### src/rtl/imem_loader_if.sv
// Bus bundle between the boot loader, the host byte source and the instruction
// memory write port.
//   in_valid  : host byte valid
//   in_data   : host byte
//   in_ready  : loader accepts in_data this cycle
//   mem_we    : instruction memory write enable (1-cycle pulse)
//   mem_addr  : write byte address, word aligned
//   mem_wdata : write data
// Modports:
//   master : the loader. Sinks the byte stream and drives the memory write port.
//   slave  : the environment. Host byte source plus instruction memory.
interface imem_loader_if;
  logic        in_valid;
  logic [7:0]  in_data;
  logic        in_ready;
  logic        mem_we;
  logic [31:0] mem_addr;
  logic [31:0] mem_wdata;

  modport master (
    input  in_valid,
    input  in_data,
    output in_ready,
    output mem_we,
    output mem_addr,
    output mem_wdata
  );

  modport slave (
    output in_valid,
    output in_data,
    input  in_ready,
    input  mem_we,
    input  mem_addr,
    input  mem_wdata
  );
endinterface

### src/rtl/imem_loader.sv
// Boot-time instruction memory writer.
// Accepts a framed byte stream (2-byte little-endian word count N followed by
// 4*N data bytes), packs each group of four bytes into a little-endian 32-bit
// word and writes it to consecutive word addresses starting at BASE_ADDR. The
// pipeline is held in reset while a load is in progress or after an aborted
// load, and released once the image is complete.
// Ports:
//   clk          : clock, rising edge
//   rst          : asynchronous reset, active low
//   start        : 1-cycle pulse, begins a load from idle/done/error
//   bus          : byte stream in, memory write port out (imem_loader_if.master)
//   core_rst     : active-low reset to the pipeline
//   busy         : load in progress
//   done         : image loaded successfully (level)
//   error        : load aborted (level)
//   words_loaded : words written since the last start
// All outputs are registered.
module imem_loader #(
  parameter int unsigned DEPTH     = 1024,
  parameter int unsigned TIMEOUT   = 65535,
  parameter logic [31:0] BASE_ADDR = 32'h0
) (
  input  logic                clk,
  input  logic                rst,
  input  logic                start,
  imem_loader_if.master       bus,
  output logic                core_rst,
  output logic                busy,
  output logic                done,
  output logic                error,
  output logic [15:0]         words_loaded
);

  localparam int unsigned TW = (TIMEOUT < 2) ? 1 : $clog2(TIMEOUT + 1);

  typedef enum logic [2:0] {
    StIdle,
    StHdr0,
    StHdr1,
    StData,
    StWrite,
    StDone,
    StErr
  } state_e;

  state_e        state_q, state_d;
  logic [7:0]    hdr_lo_q, hdr_lo_d;
  logic [15:0]   n_q, n_d;
  logic [15:0]   idx_q, idx_d;
  logic [1:0]    lane_q, lane_d;
  logic [23:0]   word_q, word_d;
  logic [TW-1:0] tmo_q, tmo_d;
  logic          in_ready_q;
  logic          mem_we_q, mem_we_d;
  logic [31:0]   mem_addr_q, mem_addr_d;
  logic [31:0]   mem_wdata_q, mem_wdata_d;
  logic [15:0]   words_q, words_d;
  logic          core_rst_q, busy_q, done_q, error_q;

  logic          accept;
  logic [15:0]   n_hdr;
  logic          last_word;
  logic          timeout_hit;

  assign accept      = bus.in_valid && in_ready_q;
  assign n_hdr       = {bus.in_data, hdr_lo_q};
  assign last_word   = ((idx_q + 16'd1) == n_q);
  // This idle cycle would bring the idle count up to TIMEOUT.
  assign timeout_hit = !accept && (tmo_q == TW'(TIMEOUT - 1));

  always_comb begin
    state_d     = state_q;
    hdr_lo_d    = hdr_lo_q;
    n_d         = n_q;
    idx_d       = idx_q;
    lane_d      = lane_q;
    word_d      = word_q;
    tmo_d       = '0;
    mem_we_d    = 1'b0;
    mem_addr_d  = mem_addr_q;
    mem_wdata_d = mem_wdata_q;
    words_d     = words_q;

    unique case (state_q)
      StIdle, StDone, StErr: begin
        if (start) begin
          state_d = StHdr0;
          words_d = '0;
        end
      end

      StHdr0: begin
        if (accept) begin
          hdr_lo_d = bus.in_data;
          state_d  = StHdr1;
        end
      end

      StHdr1: begin
        if (accept) begin
          n_d    = n_hdr;
          idx_d  = '0;
          lane_d = '0;
          if (n_hdr == 16'd0) begin
            state_d = StDone;
          end else if (32'(n_hdr) > DEPTH) begin
            state_d = StErr;
          end else begin
            state_d = StData;
          end
        end else if (timeout_hit) begin
          state_d = StErr;
        end else begin
          tmo_d = tmo_q + 1'b1;
        end
      end

      StData: begin
        if (accept) begin
          if (lane_q == 2'd3) begin
            state_d     = StWrite;
            lane_d      = '0;
            mem_we_d    = 1'b1;
            mem_addr_d  = BASE_ADDR + {14'b0, idx_q, 2'b00};
            mem_wdata_d = {bus.in_data, word_q};
            words_d     = words_q + 16'd1;
          end else begin
            // Shift in from the top: after three bytes byte 0 sits in [7:0].
            word_d = {bus.in_data, word_q[23:8]};
            lane_d = lane_q + 2'd1;
          end
        end else if (timeout_hit) begin
          state_d = StErr;
        end else begin
          tmo_d = tmo_q + 1'b1;
        end
      end

      StWrite: begin
        // Single backpressure cycle; the idle counter restarts when DATA resumes.
        idx_d   = idx_q + 16'd1;
        state_d = last_word ? StDone : StData;
      end

      default: state_d = StIdle;
    endcase
  end

  always_ff @(posedge clk or negedge rst) begin
    if (!rst) begin
      state_q     <= StIdle;
      hdr_lo_q    <= '0;
      n_q         <= '0;
      idx_q       <= '0;
      lane_q      <= '0;
      word_q      <= '0;
      tmo_q       <= '0;
      in_ready_q  <= 1'b0;
      mem_we_q    <= 1'b0;
      mem_addr_q  <= '0;
      mem_wdata_q <= '0;
      words_q     <= '0;
      core_rst_q  <= 1'b1;
      busy_q      <= 1'b0;
      done_q      <= 1'b0;
      error_q     <= 1'b0;
    end else begin
      state_q     <= state_d;
      hdr_lo_q    <= hdr_lo_d;
      n_q         <= n_d;
      idx_q       <= idx_d;
      lane_q      <= lane_d;
      word_q      <= word_d;
      tmo_q       <= tmo_d;
      mem_we_q    <= mem_we_d;
      mem_addr_q  <= mem_addr_d;
      mem_wdata_q <= mem_wdata_d;
      words_q     <= words_d;
      // Status outputs decoded from the next state so they align with it.
      in_ready_q  <= (state_d == StHdr0) || (state_d == StHdr1) || (state_d == StData);
      busy_q      <= (state_d == StHdr0) || (state_d == StHdr1) || (state_d == StData) ||
                     (state_d == StWrite);
      core_rst_q  <= (state_d == StIdle) || (state_d == StDone);
      done_q      <= (state_d == StDone);
      error_q     <= (state_d == StErr);
    end
  end

  assign bus.in_ready  = in_ready_q;
  assign bus.mem_we    = mem_we_q;
  assign bus.mem_addr  = mem_addr_q;
  assign bus.mem_wdata = mem_wdata_q;
  assign core_rst      = core_rst_q;
  assign busy          = busy_q;
  assign done          = done_q;
  assign error         = error_q;
  assign words_loaded  = words_q;

endmodule

### src/flat_wrapper.sv
// flat-port wrapper written by rule: the top's interface ports become plain ports
module imem_loader_flat 
#(
  parameter int unsigned DEPTH     = 1024,
  parameter int unsigned TIMEOUT   = 65535,
  parameter logic [31:0] BASE_ADDR = 32'h0
)
  (clk, rst, start, core_rst, busy, done, error, words_loaded, bus_in_valid, bus_in_data, bus_in_ready, bus_mem_we, bus_mem_addr, bus_mem_wdata);
  imem_loader_if bus_i ();
  input  logic clk;
  input  logic rst;
  input  logic start;
  output logic core_rst;
  output logic busy;
  output logic done;
  output logic error;
  output logic [15:0] words_loaded;
  input wire logic [$bits(bus_i.in_valid)-1:0] bus_in_valid;
  input wire logic [$bits(bus_i.in_data)-1:0] bus_in_data;
  output wire logic [$bits(bus_i.in_ready)-1:0] bus_in_ready;
  output wire logic [$bits(bus_i.mem_we)-1:0] bus_mem_we;
  output wire logic [$bits(bus_i.mem_addr)-1:0] bus_mem_addr;
  output wire logic [$bits(bus_i.mem_wdata)-1:0] bus_mem_wdata;
  assign bus_i.in_valid = bus_in_valid;
  assign bus_i.in_data = bus_in_data;
  assign bus_in_ready = bus_i.in_ready;
  assign bus_mem_we = bus_i.mem_we;
  assign bus_mem_addr = bus_i.mem_addr;
  assign bus_mem_wdata = bus_i.mem_wdata;
  imem_loader #(.DEPTH(DEPTH), .TIMEOUT(TIMEOUT), .BASE_ADDR(BASE_ADDR)) u_core (.clk(clk), .rst(rst), .start(start), .bus(bus_i), .core_rst(core_rst), .busy(busy), .done(done), .error(error), .words_loaded(words_loaded));
endmodule
### config.mk
export PLATFORM = sky130hd
export DESIGN_NAME = imem_loader_flat
export DESIGN_NICKNAME = d
export VERILOG_FILES = /design/src/rtl/imem_loader_if.sv /design/src/rtl/imem_loader.sv /design/src/flat_wrapper.sv
export SDC_FILE = /design/constraint.sdc
export NUM_CORES = 1
export LEC_CHECK = 0
export CORE_ASPECT_RATIO = 1.4
export CORE_MARGIN = 4
export CORE_UTILIZATION = 42
export CTS_BUF_LIST = sky130_fd_sc_hd__clkbuf_8
export DETAILED_ROUTE_END_ITERATION = 8
export PLACE_DENSITY_LB_ADDON = 0.15
export SKIP_LAST_GASP = 1
export SYNTH_ARGS = -nofsm -noshare
export SYNTH_HDL_FRONTEND = slang
export SYNTH_SLANG_ARGS = --single-unit
### constraint.sdc
create_clock -name clk -period 7.8 [get_ports clk]
set_input_delay 1.56 -clock clk [delete_from_list [all_inputs] [get_ports clk]]
set_output_delay 1.56 -clock clk [all_outputs]
set_load 0.03 [all_outputs]
==> Yosys cells after proc, flatten, opt, wreduce, memory -nomap -nowiden <==
Index checks and enable logic that the tools add are counted.
{ "word_totals": {"register_bits": 155, "input_bits": 12, "output_inout_bits": 86, "elab_cells": 89} }
{ "classes": {"addsub": 4, "order_cmp": 1, "eq_ne": 19, "n_mux": 26, "bitwise_logic": 1, "n_reduce_logical": 22} }
{ "ops": {"columns": ["cell", "n"], "rows": [
  ["$mux 16", 7],
  ["$pmux 16 s2", 2],
  ["$add 16x1->16 const B", 3],
  ["$mux 3", 9],
  ["$eq 3x3->1 const B", 6],
  ["$eq 16x16->1", 1],
  ["$eq 16x16->1 const B", 1],
  ["$gt 16x11->1 const B", 1],
  ["$logic_not 16->1", 1],
  ["$pmux 3 s5", 1],
  ["$eq 3x2->1 const B", 4],
  ["$reduce_and 3->1", 3],
  ["$eq 3x1->1 const B", 2],
  ["$logic_not 3->1", 2],
  ["$mux 2", 3],
  ["$ne 2x1->1 const B", 3],
  ["$reduce_and 2->1", 3],
  ["$reduce_bool 2->1", 3],
  ["$logic_or 1x1->1", 4],
  ["$pmux 2 s2", 1],
  ["$reduce_and 4->1", 1],
  ["$mux 1", 3],
  ["$reduce_or 3->1", 1],
  ["$add 2x1->2 const B", 1],
  ["6 further kinds", 7]
]} }

==> Depth between registers and ports, before layout <==
Gate-level depths: netlist (run 1).
{ "logic_depth": {"word_depth": 10, "ltp_mapped": 13, "mapped_depth_nobuf": 11} }

==> Least setup slack after synthesis (run 1) <==
OpenSTA, ideal clock, no wires.
{ "synth_path": {"path_kind": "input -> register", "start": "input port bus_in_data[5]", "end": "register u_core.words_q[13], in the netlist u_core.words_loaded[13]", "setup_ps": 132, "t_arrival_ps": 3474, "required_ps": 7668, "setup_slack_ps": 4195, "stages": 10, "n_path_buf": 2, "path_cell_list": "or4_1 -> nor2_1 -> a311o_1 -> o211ai_1 -> or3b_1 -> buf_6 -> buf_6 -> nor3_4 -> xnor2_1 -> nor2_1"} }
{ "synth_lines": {"columns": ["element", "line", "text"], "rows": [
  ["start: declaration", "flat_wrapper.sv:19", "input wire logic [$bits(bus_i.in_data)-1:0] bus_in_data;"],
  ["end signal: assignment", "imem_loader.sv:178", "words_q <= words_d;"],
  ["end: declaration", "imem_loader.sv:57", "logic [15:0] words_q, words_d;"]
]} }

==> impl_table.tex, run 1 <==
\begin{tabular}{lr}
\hline
Metric & Value \\
\hline
\multicolumn{2}{l}{\textbf{Worst setup path}} \\
\quad Required time of the critical path & a little over 8 ns \\
\quad Gate family responsible for the most delay along the worst path & buffers and inverters \\
\quad Longest individual stage delay on the worst path & approximately 0.77 ns \\
\quad Startpoint of the most critical register-to-register path & u\_core.hdr\_lo\_q[1]\$\_DFFE\_PN0P\_ \\
\quad CP endpoint kind & flip-flop \\
\quad Slowest library cell on the worst path & sky130\_fd\_sc\_hd\_\_inv\_2 \\
\quad Worst R2R Path Depth & 10 \\
\quad Worst setup path category & input pin to flip-flop \\
\quad Total buffers and inverters traversed by the critical path & 3 \\
\quad Most common cell type on the critical path & sky130\_fd\_sc\_hd\_\_nor2\_1 \\
\quad Worst-path maximum fanout & 62 \\
\quad Reg2Reg Setup Slack & 4.02 ns \\
\quad Startpoint type of the worst setup path & input pin \\
\quad Terminus of the critical flop-to-flop path & u\_core.words\_loaded[6]\$\_DFFE\_PN0P\_ \\
\quad Critical path arrival & around 5.2 ns \\
\quad Worst path cell trace & clkdlybuf4s50\_1 > or4\_1 > nor2\_1 > a311o\_1 > o211ai\_1 > or3b\_2 > buf\_4 > inv\_2 > nand4\_1 > xor2\_1 > nor2\_1 \\
\multicolumn{2}{l}{\textbf{Status}} \\
\quad Outcome & finished, final reports clean \\
\multicolumn{2}{l}{\textbf{Global routing}} \\
\quad Largest net degree at the start of global routing & 89 \\
\quad GR met3 Demand/Resource & around 4.4\% \\
\quad Global-route wire length before repair & approximately 29000 um \\
\quad Vias in the first global route & 5623 \\
\quad Met1 layer usage reported by global route & around 22\% \\
\quad Most used routing layer in global routing & met2 \\
\quad Antenna violations before repair & 0 \\
\quad Total routing resource utilization after global routing & 18.4\% \\
\quad Met2 usage & a little under a third \\
\quad Gr ovfl total & 0 \\
\multicolumn{2}{l}{\textbf{STA}} \\
\quad Period utilisation layout & between 60\% and 70\% \\
\quad Max Fclk & between 0.2 and 0.25 GHz \\
\quad Slew at the pin closest to its max-slew limit & between 0.9 and 1 ns \\
\quad Number of max-slew violations in the final report & 0 \\
\quad Final setup TNS & 0 ns \\
\quad Number of setup violations in the final report & 0 \\
\quad Max transition margin & 38.4\% \\
\quad Period minus WS final & approximately 4.8 ns \\
\quad Unrepaired setup endpoints after global routing & false \\
\quad Number of hold violations in the final report & 0 \\
\quad Setup clock skew after layout & about 0.015 ns \\
\multicolumn{2}{l}{\textbf{Final layout}} \\
\quad Antenna cell count & 0 \\
\quad P\&R area growth vs syn & 17.2\% \\
\quad Layout filler cell count & between 1.5k and 2k \\
\quad Share of cells above drive strength 1 & between 10\% and 20\% \\
\quad Post-route cell area & roughly 8500 um\^{}2 \\
\quad Number of nets in the final layout & 810 \\
\multicolumn{2}{l}{\textbf{Detailed routing}} \\
\quad Routed vias & between 5k and 6k \\
\quad DRT Wirelength & roughly 17000 um \\
\quad Initial DRC Count & about 260 \\
\quad Wirelength per Cell & between 15 and 20 um \\
\quad Via count normalized by instance count & 5.38 \\
\quad Total iterations of the first detailed-routing run & 5 \\
\quad DRC & 0 \\
\quad Remaining antenna violation count after routing & 0 \\
\multicolumn{2}{l}{\textbf{Placement}} \\
\quad HPWL Detailed & $\sim$12000 um \\
\quad Count of input and output buffers & roughly 80 \\
\quad Placed cell area & 8090 um\^{}2 \\
\quad Final Wtd Congestion & roughly 0.94 \\
\multicolumn{2}{l}{\textbf{Worst hold path}} \\
\quad Hold Path Sink & u\_core.bus.mem\_wdata[1]\$\_DFFE\_PN0P\_ \\
\quad Hold depth & 2 \\
\quad Hold path startpoint & u\_core.word\_q[1]\$\_DFFE\_PN0P\_ \\
\quad Type of the tightest min-delay check & flip-flop to flip-flop \\
\multicolumn{2}{l}{\textbf{Synth}} \\
\quad Seq/Total Area, Yosys & between 50\% and 60\% \\
\quad Top flip-flop cell by instance count after synthesis & sky130\_fd\_sc\_hd\_\_dfrtp\_1 \\
\quad Cell types with the largest area share after synthesis & sky130\_fd\_sc\_hd\_\_dfrtp\_1, sky130\_fd\_sc\_hd\_\_nand2\_1, sky130\_fd\_sc\_hd\_\_mux2\_2, sky130\_fd\_sc\_hd\_\_xor2\_1, sky130\_fd\_sc\_hd\_\_nor2\_1 \\
\quad Share of flip-flops with an asynchronous set or reset & 100\% \\
\quad Yosys warning count & 0 \\
\quad Total of flip-flops plus latches after synthesis & approximately 160 \\
\quad Netlist area before placement & just over 7000 um\^{}2 \\
\quad Synth Instances & roughly 730 \\
\quad Cell type with the highest aggregate area in the netlist & sky130\_fd\_sc\_hd\_\_dfrtp\_1 \\
\quad Mean instance size in the synthesized netlist & 9.95 um\^{}2 \\
\quad Count of distinct cell types in the synthesized netlist & 56 \\
\quad Top-area cell type share of the netlist area & $\sim$53\% \\
\quad Number of flops mapped to enable cells by yosys & 0 \\
\multicolumn{2}{l}{\textbf{Die}} \\
\quad Initial core utilization & a little over two fifths \\
\quad Boundary pin count & 98 \\
\quad Overall die width & 119 um \\
\quad Core Area & around 17000 um\^{}2 \\
\quad Number of rows created at floorplan & 56 \\
\quad Die footprint & around 19000 um\^{}2 \\
\quad Height of the chip & between 150 and 200 um \\
\multicolumn{2}{l}{\textbf{CTS}} \\
\quad Post-CTS Resized & 0 \\
\quad Number of clock sinks & approximately 160 \\
\quad TritonCTS buffer count & 17 \\
\quad CTS tree & done \\
\quad CTS root buf & sky130\_fd\_sc\_hd\_\_clkbuf\_8 \\
\quad Clock-pin slew reported for the worst setup and hold paths after clock tree synthesis & about 0.09 ns \\
\quad Setup fix buffers added after clock tree synthesis & 0 \\
\quad Clock latency of the later-clocked register in the worst-skew pair & $\sim$0.45 ns \\
\quad Number of buffers inserted for hold repair after clock tree synthesis & 0 \\
\quad Buffer depth of the longest clock path & 2 \\
\quad CTS HTree Levels & 4 \\
\multicolumn{2}{l}{\textbf{Power}} \\
\quad Clock share of power & about a fifth \\
\quad Switching power & between 1 and 1.5 mW \\
\quad Share of power burned in combinational logic & 37.1\% \\
\quad Leakage power summed over all cells & 3.83 nW \\
\quad Register share of total power & $\sim$44\% \\
\quad Switching fraction of total power & between 30\% and 40\% \\
\quad Peak VDD IR & 0.000155 V \\
\quad P per Cell Area & 363 nW/um\^{}2 \\
\quad Cell-internal power & 1.85 mW \\
\multicolumn{2}{l}{\textbf{Job}} \\
\quad Maximum capacitance violations & 0 \\
\hline
\end{tabular}
## state kept, by name (all words and copies together) (netlist names)
| register | count |
|---|---|
| u_core.n_q | 16 |
| u_core.bus.mem_we | 1 |
| u_core.hdr_lo_q | 8 |
| u_core.state_q | 3 |
| u_core.error | 1 |
| u_core.words_loaded | 16 |
| u_core.word_q | 24 |
| u_core.done | 1 |
| u_core.tmo_q | 16 |
| u_core.bus.mem_addr | 16 |
| u_core.idx_q | 16 |
| u_core.core_rst | 1 |
| u_core.lane_q | 2 |
| u_core.busy | 1 |
| u_core.bus.mem_wdata | 32 |
| u_core.bus.in_ready | 1 |
## power groups by stage
| stage | sequential (mW) | clock [mW] | combinational [mW] |
|---|---|---|---|
| after floorplan | 1.46 | 0 | 0.614 |
| after global placement | 1.36 | 0 | 1.13 |
| after detailed placement | 1.37 | 0 | 1.15 |
| after CTS | 1.35 | 0.607 | 1.16 |
| after global routing | 1.39 | 0.644 | 1.24 |
| final | 1.35 | 0.589 | 1.14 |
## stage by stage
stage	setup WS, ns	hold slack [ns]	util (%)	cells	power (mW)
after floorplan	4.19	0.435	-	742	2.07
after global placement	2.59	0.457	48.1	977	2.49
after detailed placement	2.44	0.462	48.1	977	2.52
after CTS	2.95	0.481	50.4	1009	3.11
after global routing	2.60	0.509	50.4	1009	3.28
final	2.96	0.474	50.4	1009	3.08
## worst reg2reg max path: stages, from the launching register on
cell and delay [ns]:
sky130_fd_sc_hd__dfrtp_1 0.40, sky130_fd_sc_hd__nor4_1 0.58, sky130_fd_sc_hd__nand4_1 0.18, sky130_fd_sc_hd__a41o_1 0.26, sky130_fd_sc_hd__a31oi_1 0.19, sky130_fd_sc_hd__or3b_2 0.46
sky130_fd_sc_hd__buf_4 0.34, sky130_fd_sc_hd__inv_2 0.80, sky130_fd_sc_hd__nand4_1 0.21, sky130_fd_sc_hd__xor2_1 0.19, sky130_fd_sc_hd__nor2_1 0.10
## synthesized netlist by cell type (3+ instances only)
cell and n:
sky130_fd_sc_hd__xnor2_1 22, sky130_fd_sc_hd__buf_2 13, sky130_fd_sc_hd__clkbuf_1 18, sky130_fd_sc_hd__mux2_2 48, sky130_fd_sc_hd__and2_1 3, sky130_fd_sc_hd__ha_1 5, sky130_fd_sc_hd__buf_4 19, sky130_fd_sc_hd__nor4_1 5
sky130_fd_sc_hd__nand3b_1 3, sky130_fd_sc_hd__and3_1 9, sky130_fd_sc_hd__a21oi_1 9, sky130_fd_sc_hd__nand3_1 17, sky130_fd_sc_hd__dfrtp_1 154, sky130_fd_sc_hd__nand2b_1 4, sky130_fd_sc_hd__nand2_1 182, sky130_fd_sc_hd__a31oi_1 5
sky130_fd_sc_hd__xor2_1 28, sky130_fd_sc_hd__o41ai_1 3, sky130_fd_sc_hd__nor2b_1 5, sky130_fd_sc_hd__nor2_1 59, sky130_fd_sc_hd__and4_1 3, sky130_fd_sc_hd__nor3_1 12, sky130_fd_sc_hd__o21ai_0 28, sky130_fd_sc_hd__a2111oi_0 3
sky130_fd_sc_hd__inv_1 7, sky130_fd_sc_hd__nand4_1 21, sky130_fd_sc_hd__a311o_1 3, sky130_fd_sc_hd__o31ai_1 5
## cells in the final DEF, fill, tap and decap left out, drive strengths merged, types with 17 or more instances in the layout
master / synthesis / final
o21ai: 28 / 28
nand4: 22 / 22
xnor2: 22 / 22
nand3: 17 / 17
mux2: 48 / 48
clkdlybuf4s50: 0 / 80
dfrtp: 154 / 154
nor2: 59 / 59
xor2: 28 / 28
clkbuf: 19 / 18
nand2: 182 / 182
## cells by family after synthesis
family                   synth area share [%]
flip-flops                               53.6
XOR/XNOR                                 6.05
AO/OA/AOI/OAI                            6.59
multiplexers                             7.47
AND/OR/NAND/NOR                          20.7
adder cells (fa/ha/maj)                 0.865
buffers and inverters                    4.65
other                                  0.0518
## layout make-up
type	count	area (um^2)	share of cell area (%)
Sequential cell	155	3880	45.8
Multi-Input combinational cell	525	3080	36.3
Timing Repair Buffer	86	850	10.0
Tap cell	203	254	3.00
Clock buffer	18	248	2.92
Clock inverter	14	138	1.62
Inverter	8	30.0	0.354
## metal layers
layer / vias up / share of wire [%] / wire length [um]
li1: 2562 / - / -
met1: 2681 / 42 / 7100
met2: 156 / 51 / 8700
met3: 29 / 4.6 / 779
met4: 0 / 2.5 / 420
met5: - / 0 / 0
## worst max path at each step
stage | from | depth (start not counted) | end
final | bus_in_data[5] | 11 | u_core.words_loaded[6]$_DFFE_PN0P_
after global routing | bus_in_data[1] | 11 | u_core.words_loaded[12]$_DFFE_PN0P_
after CTS | bus_in_data[5] | 11 | u_core.words_loaded[6]$_DFFE_PN0P_
after detailed placement | bus_in_data[5] | 11 | u_core.words_loaded[6]$_DFFE_PN0P_
after global placement | bus_in_data[5] | 11 | u_core.words_loaded[12]$_DFFE_PN0P_
after floorplan | bus_in_data[5] | 10 | u_core.words_loaded[13]$_DFFE_PN0P_
Power figures use the tool's default switching activity.
==> run 2: changes to the inputs <==
==> constraint.sdc (replaced) <==
create_clock -name clk -period 4.35 [get_ports clk]
set_input_delay 0.87 -clock clk [delete_from_list [all_inputs] [get_ports clk]]
set_output_delay 0.87 -clock clk [all_outputs]
set_load 0.03 [all_outputs]
==> run 2 against run 1 <==
Compared with the run above:
- final cell count rose by 0.79%
- total power increased by 84%
- register-to-register slack lost 3.1 ns
- non-clock buffer count increased by 8
- clock-buffer cell count fell by 1
- critical path depth down 1
==> impl_table.tex, run 2 (synthesis gave the netlist of run 1 again) <==
\begin{tabular}{lr}
\hline
Metric & Value \\
\hline
\multicolumn{2}{l}{\textbf{CTS}} \\
\quad CTS HTree Levels & 4 (unchanged) \\
\quad Number of buffers inserted for hold repair after clock tree synthesis & 0 (unchanged) \\
\quad Number of clock sinks & 155 (unchanged) \\
\quad TritonCTS buffer count & 17 (unchanged) \\
\quad Post-CTS Resized & 0 (unchanged) \\
\quad CTS root buf & sky130\_fd\_sc\_hd\_\_clkbuf\_8 \\
\quad Clock latency of the later-clocked register in the worst-skew pair & 0.46 ns (about the same) \\
\quad Setup fix buffers added after clock tree synthesis & 0 (unchanged) \\
\quad Clock-pin slew reported for the worst setup and hold paths after clock tree synthesis & 0.11 ns (+0.02 ns) \\
\quad CTS tree & done \\
\quad Buffer depth of the longest clock path & 2 (unchanged) \\
\multicolumn{2}{l}{\textbf{Die}} \\
\quad Overall die width & 119 um (unchanged) \\
\quad Die footprint & 19400 um\^{}2 (unchanged) \\
\quad Number of rows created at floorplan & 56 (unchanged) \\
\quad Boundary pin count & 98 (unchanged) \\
\quad Initial core utilization & 43.0\% (unchanged) \\
\quad Core Area & 16800 um\^{}2 (unchanged) \\
\quad Height of the chip & 163 um (unchanged) \\
\multicolumn{2}{l}{\textbf{STA}} \\
\quad Number of setup violations in the final report & 0 (unchanged) \\
\quad Period minus WS final & between 3 and 4 ns \\
\quad Max Fclk & about 0.28 GHz \\
\quad Period utilisation layout & just over 80\% \\
\quad Unrepaired setup endpoints after global routing & false \\
\quad Slew at the pin closest to its max-slew limit & 0.968 ns (+0.0447 ns) \\
\quad Final setup TNS & 0 ns (unchanged) \\
\quad Max transition margin & 35.5\% (-2.9 points) \\
\quad Number of max-slew violations in the final report & 0 (unchanged) \\
\quad Setup clock skew after layout & 0.0143 ns (-0.000476 ns) \\
\quad Number of hold violations in the final report & 0 (unchanged) \\
\multicolumn{2}{l}{\textbf{Worst setup path}} \\
\quad CP startpoint & bus\_in\_data[0] \\
\quad Startpoint of the most critical register-to-register path & u\_core.idx\_q[0]\$\_DFFE\_PN0P\_ \\
\quad Worst-path maximum fanout & 17 (-73\%) \\
\quad Worst setup path category & input pin to flip-flop \\
\quad Worst R2R Path Depth & 9 (-1) \\
\quad Startpoint type of the worst setup path & input pin \\
\quad Reg2Reg Setup Slack & 0.95 ns (-3.07 ns) \\
\quad CP endpoint kind & flip-flop \\
\quad Terminus of the critical flop-to-flop path & u\_core.busy\$\_DFF\_PN0\_ \\
\quad Required time of the critical path & 4.74 ns (-3.45 ns) \\
\quad Critical path arrival & 3.91 ns (-1.31 ns) \\
\multicolumn{2}{l}{\textbf{Placement}} \\
\quad Placed cell area & 8150 um\^{}2 (+0.74\%) \\
\quad Final Wtd Congestion & 0.865 (-7.9\%) \\
\quad HPWL Detailed & 13000 um (+10\%) \\
\quad Count of input and output buffers & 81 (unchanged) \\
\multicolumn{2}{l}{\textbf{Final layout}} \\
\quad Total area of multi-input combinational cells & 3080 um\^{}2 (unchanged) \\
\quad Number of nets in the final layout & 818 (+0.99\%) \\
\quad Layout filler cell count & 1569 (-2.5\%) \\
\quad Antenna cell count & 0 (unchanged) \\
\quad Register cell area after layout & 3880 um\^{}2 (unchanged) \\
\quad Final cell utilization of the core & 51.1\% (+0.65 points) \\
\quad Commonest non-fill, non-tap cell in the layout & sky130\_fd\_sc\_hd\_\_nand2\_1 \\
\quad Share of cells above drive strength 1 & 12.7\% (+0.99 points) \\
\quad Number of flip-flops in the largest register & 32 (unchanged) \\
\quad Commonest cells after routing, fill and taps aside & sky130\_fd\_sc\_hd\_\_nand2\_1, sky130\_fd\_sc\_hd\_\_dfrtp\_1, sky130\_fd\_sc\_hd\_\_clkdlybuf4s50\_1 \\
\quad Post-route cell area & 8590 um\^{}2 (+1.3\%) \\
\quad P\&R area growth vs syn & 18.7\% \\
\multicolumn{2}{l}{\textbf{Detailed routing}} \\
\quad Routed vias & 5466 (+0.70\%) \\
\quad Via count normalized by instance count & 5.37 (about the same) \\
\quad Remaining antenna violation count after routing & 0 (unchanged) \\
\quad DRT Wirelength & 18000 um (+6.1\%) \\
\quad DRC & 0 (unchanged) \\
\quad Initial DRC Count & 309 (+20\%) \\
\quad Total iterations of the first detailed-routing run & 6 (+1) \\
\quad Wirelength per Cell & 17.7 um (+5.3\%) \\
\multicolumn{2}{l}{\textbf{Global routing}} \\
\quad Total routing resource utilization after global routing & 19.5\% (+1.1 points) \\
\quad Vias in the first global route & 5652 (+0.52\%) \\
\quad Largest net degree at the start of global routing & 88 (-1.1\%) \\
\quad Gr ovfl total & 0 (unchanged) \\
\quad Global-route wire length before repair & 29800 um (+4.0\%) \\
\quad Antenna violations before repair & 0 (unchanged) \\
\multicolumn{2}{l}{\textbf{Power}} \\
\quad Leakage power summed over all cells & 3.89 nW (+1.8\%) \\
\quad P per Cell Area & 660 nW/um\^{}2 (+82\%) \\
\quad Peak VDD IR & 0.000344 V (+120\%) \\
\multicolumn{2}{l}{\textbf{Status}} \\
\quad Outcome & finished, final reports clean \\
\multicolumn{2}{l}{\textbf{Worst hold path}} \\
\quad Type of the tightest min-delay check & input pin to async pin \\
\multicolumn{2}{l}{\textbf{Job}} \\
\quad Maximum capacitance violations & 0 (unchanged) \\
\hline
\end{tabular}
[run 2: critical path: stages]
cell and delay, ns:
sky130_fd_sc_hd__clkdlybuf4s50_1 0.58, sky130_fd_sc_hd__nor4_1 0.41, sky130_fd_sc_hd__nand4_1 0.14, sky130_fd_sc_hd__a41o_1 0.26, sky130_fd_sc_hd__a31oi_1 0.21, sky130_fd_sc_hd__or3b_2 0.67
sky130_fd_sc_hd__inv_2 0.32, sky130_fd_sc_hd__buf_4 0.27, sky130_fd_sc_hd__nand2_1 0.09, sky130_fd_sc_hd__nand2_1 0.07
[run 2: worst max-delay path by stage]
stage                                                      to  slack (ns)  cells past startpoint
after global placement     u_core.words_loaded[4]$_DFFE_PN0P_        0.47                     10
final                     u_core.bus.mem_addr[10]$_DFFE_PN0P_        0.83                     10
after CTS                  u_core.bus.mem_addr[8]$_DFFE_PN0P_        0.88                     10
after detailed placement  u_core.words_loaded[10]$_DFFE_PN0P_        0.40                     10
after global routing       u_core.bus.mem_addr[7]$_DFFE_PN0P_        0.57                     10
after floorplan           u_core.words_loaded[13]$_DFFE_PN0P_        1.43                     10
[run 2: final cells by class]
cell class                      count  area share (%)
Tap cell                          203            2.96
Multi-Input combinational cell    525            35.8
Sequential cell                   155            45.2
Inverter                            8           0.350
Timing Repair Buffer               94            10.6
Clock buffer                       17            2.72
Clock inverter                     15            2.35
[run 2: power breakdown]
group	internal (mW)	total, mW	switching (mW)
Combinational	0.920	2.10	1.18
Clock	0.495	1.15	0.652
Sequential	1.93	2.43	0.499
Total	3.34	5.67	2.33
[run 2: through the flow]
step	worst slack [ns]	power [mW]	hold slack, ns	cells
floorplan	1.43	3.72	0.435	742
global placement	0.466	4.52	0.451	985
detailed placement	0.396	4.57	0.461	985
CTS	0.882	5.73	0.481	1017
global route	0.571	6.02	0.503	1017
finish	0.827	5.67	0.453	1017
[run 2: routing by layer]
| layer | part of all wire (%) | track usage, % |
|---|---|---|
| met3 | 4.6 | 4.09 |
| met2 | 50 | 33.8 |
| met1 | 42 | 23.6 |
| met5 | 0 | 0 |
| met4 | 3.0 | 7.91 |
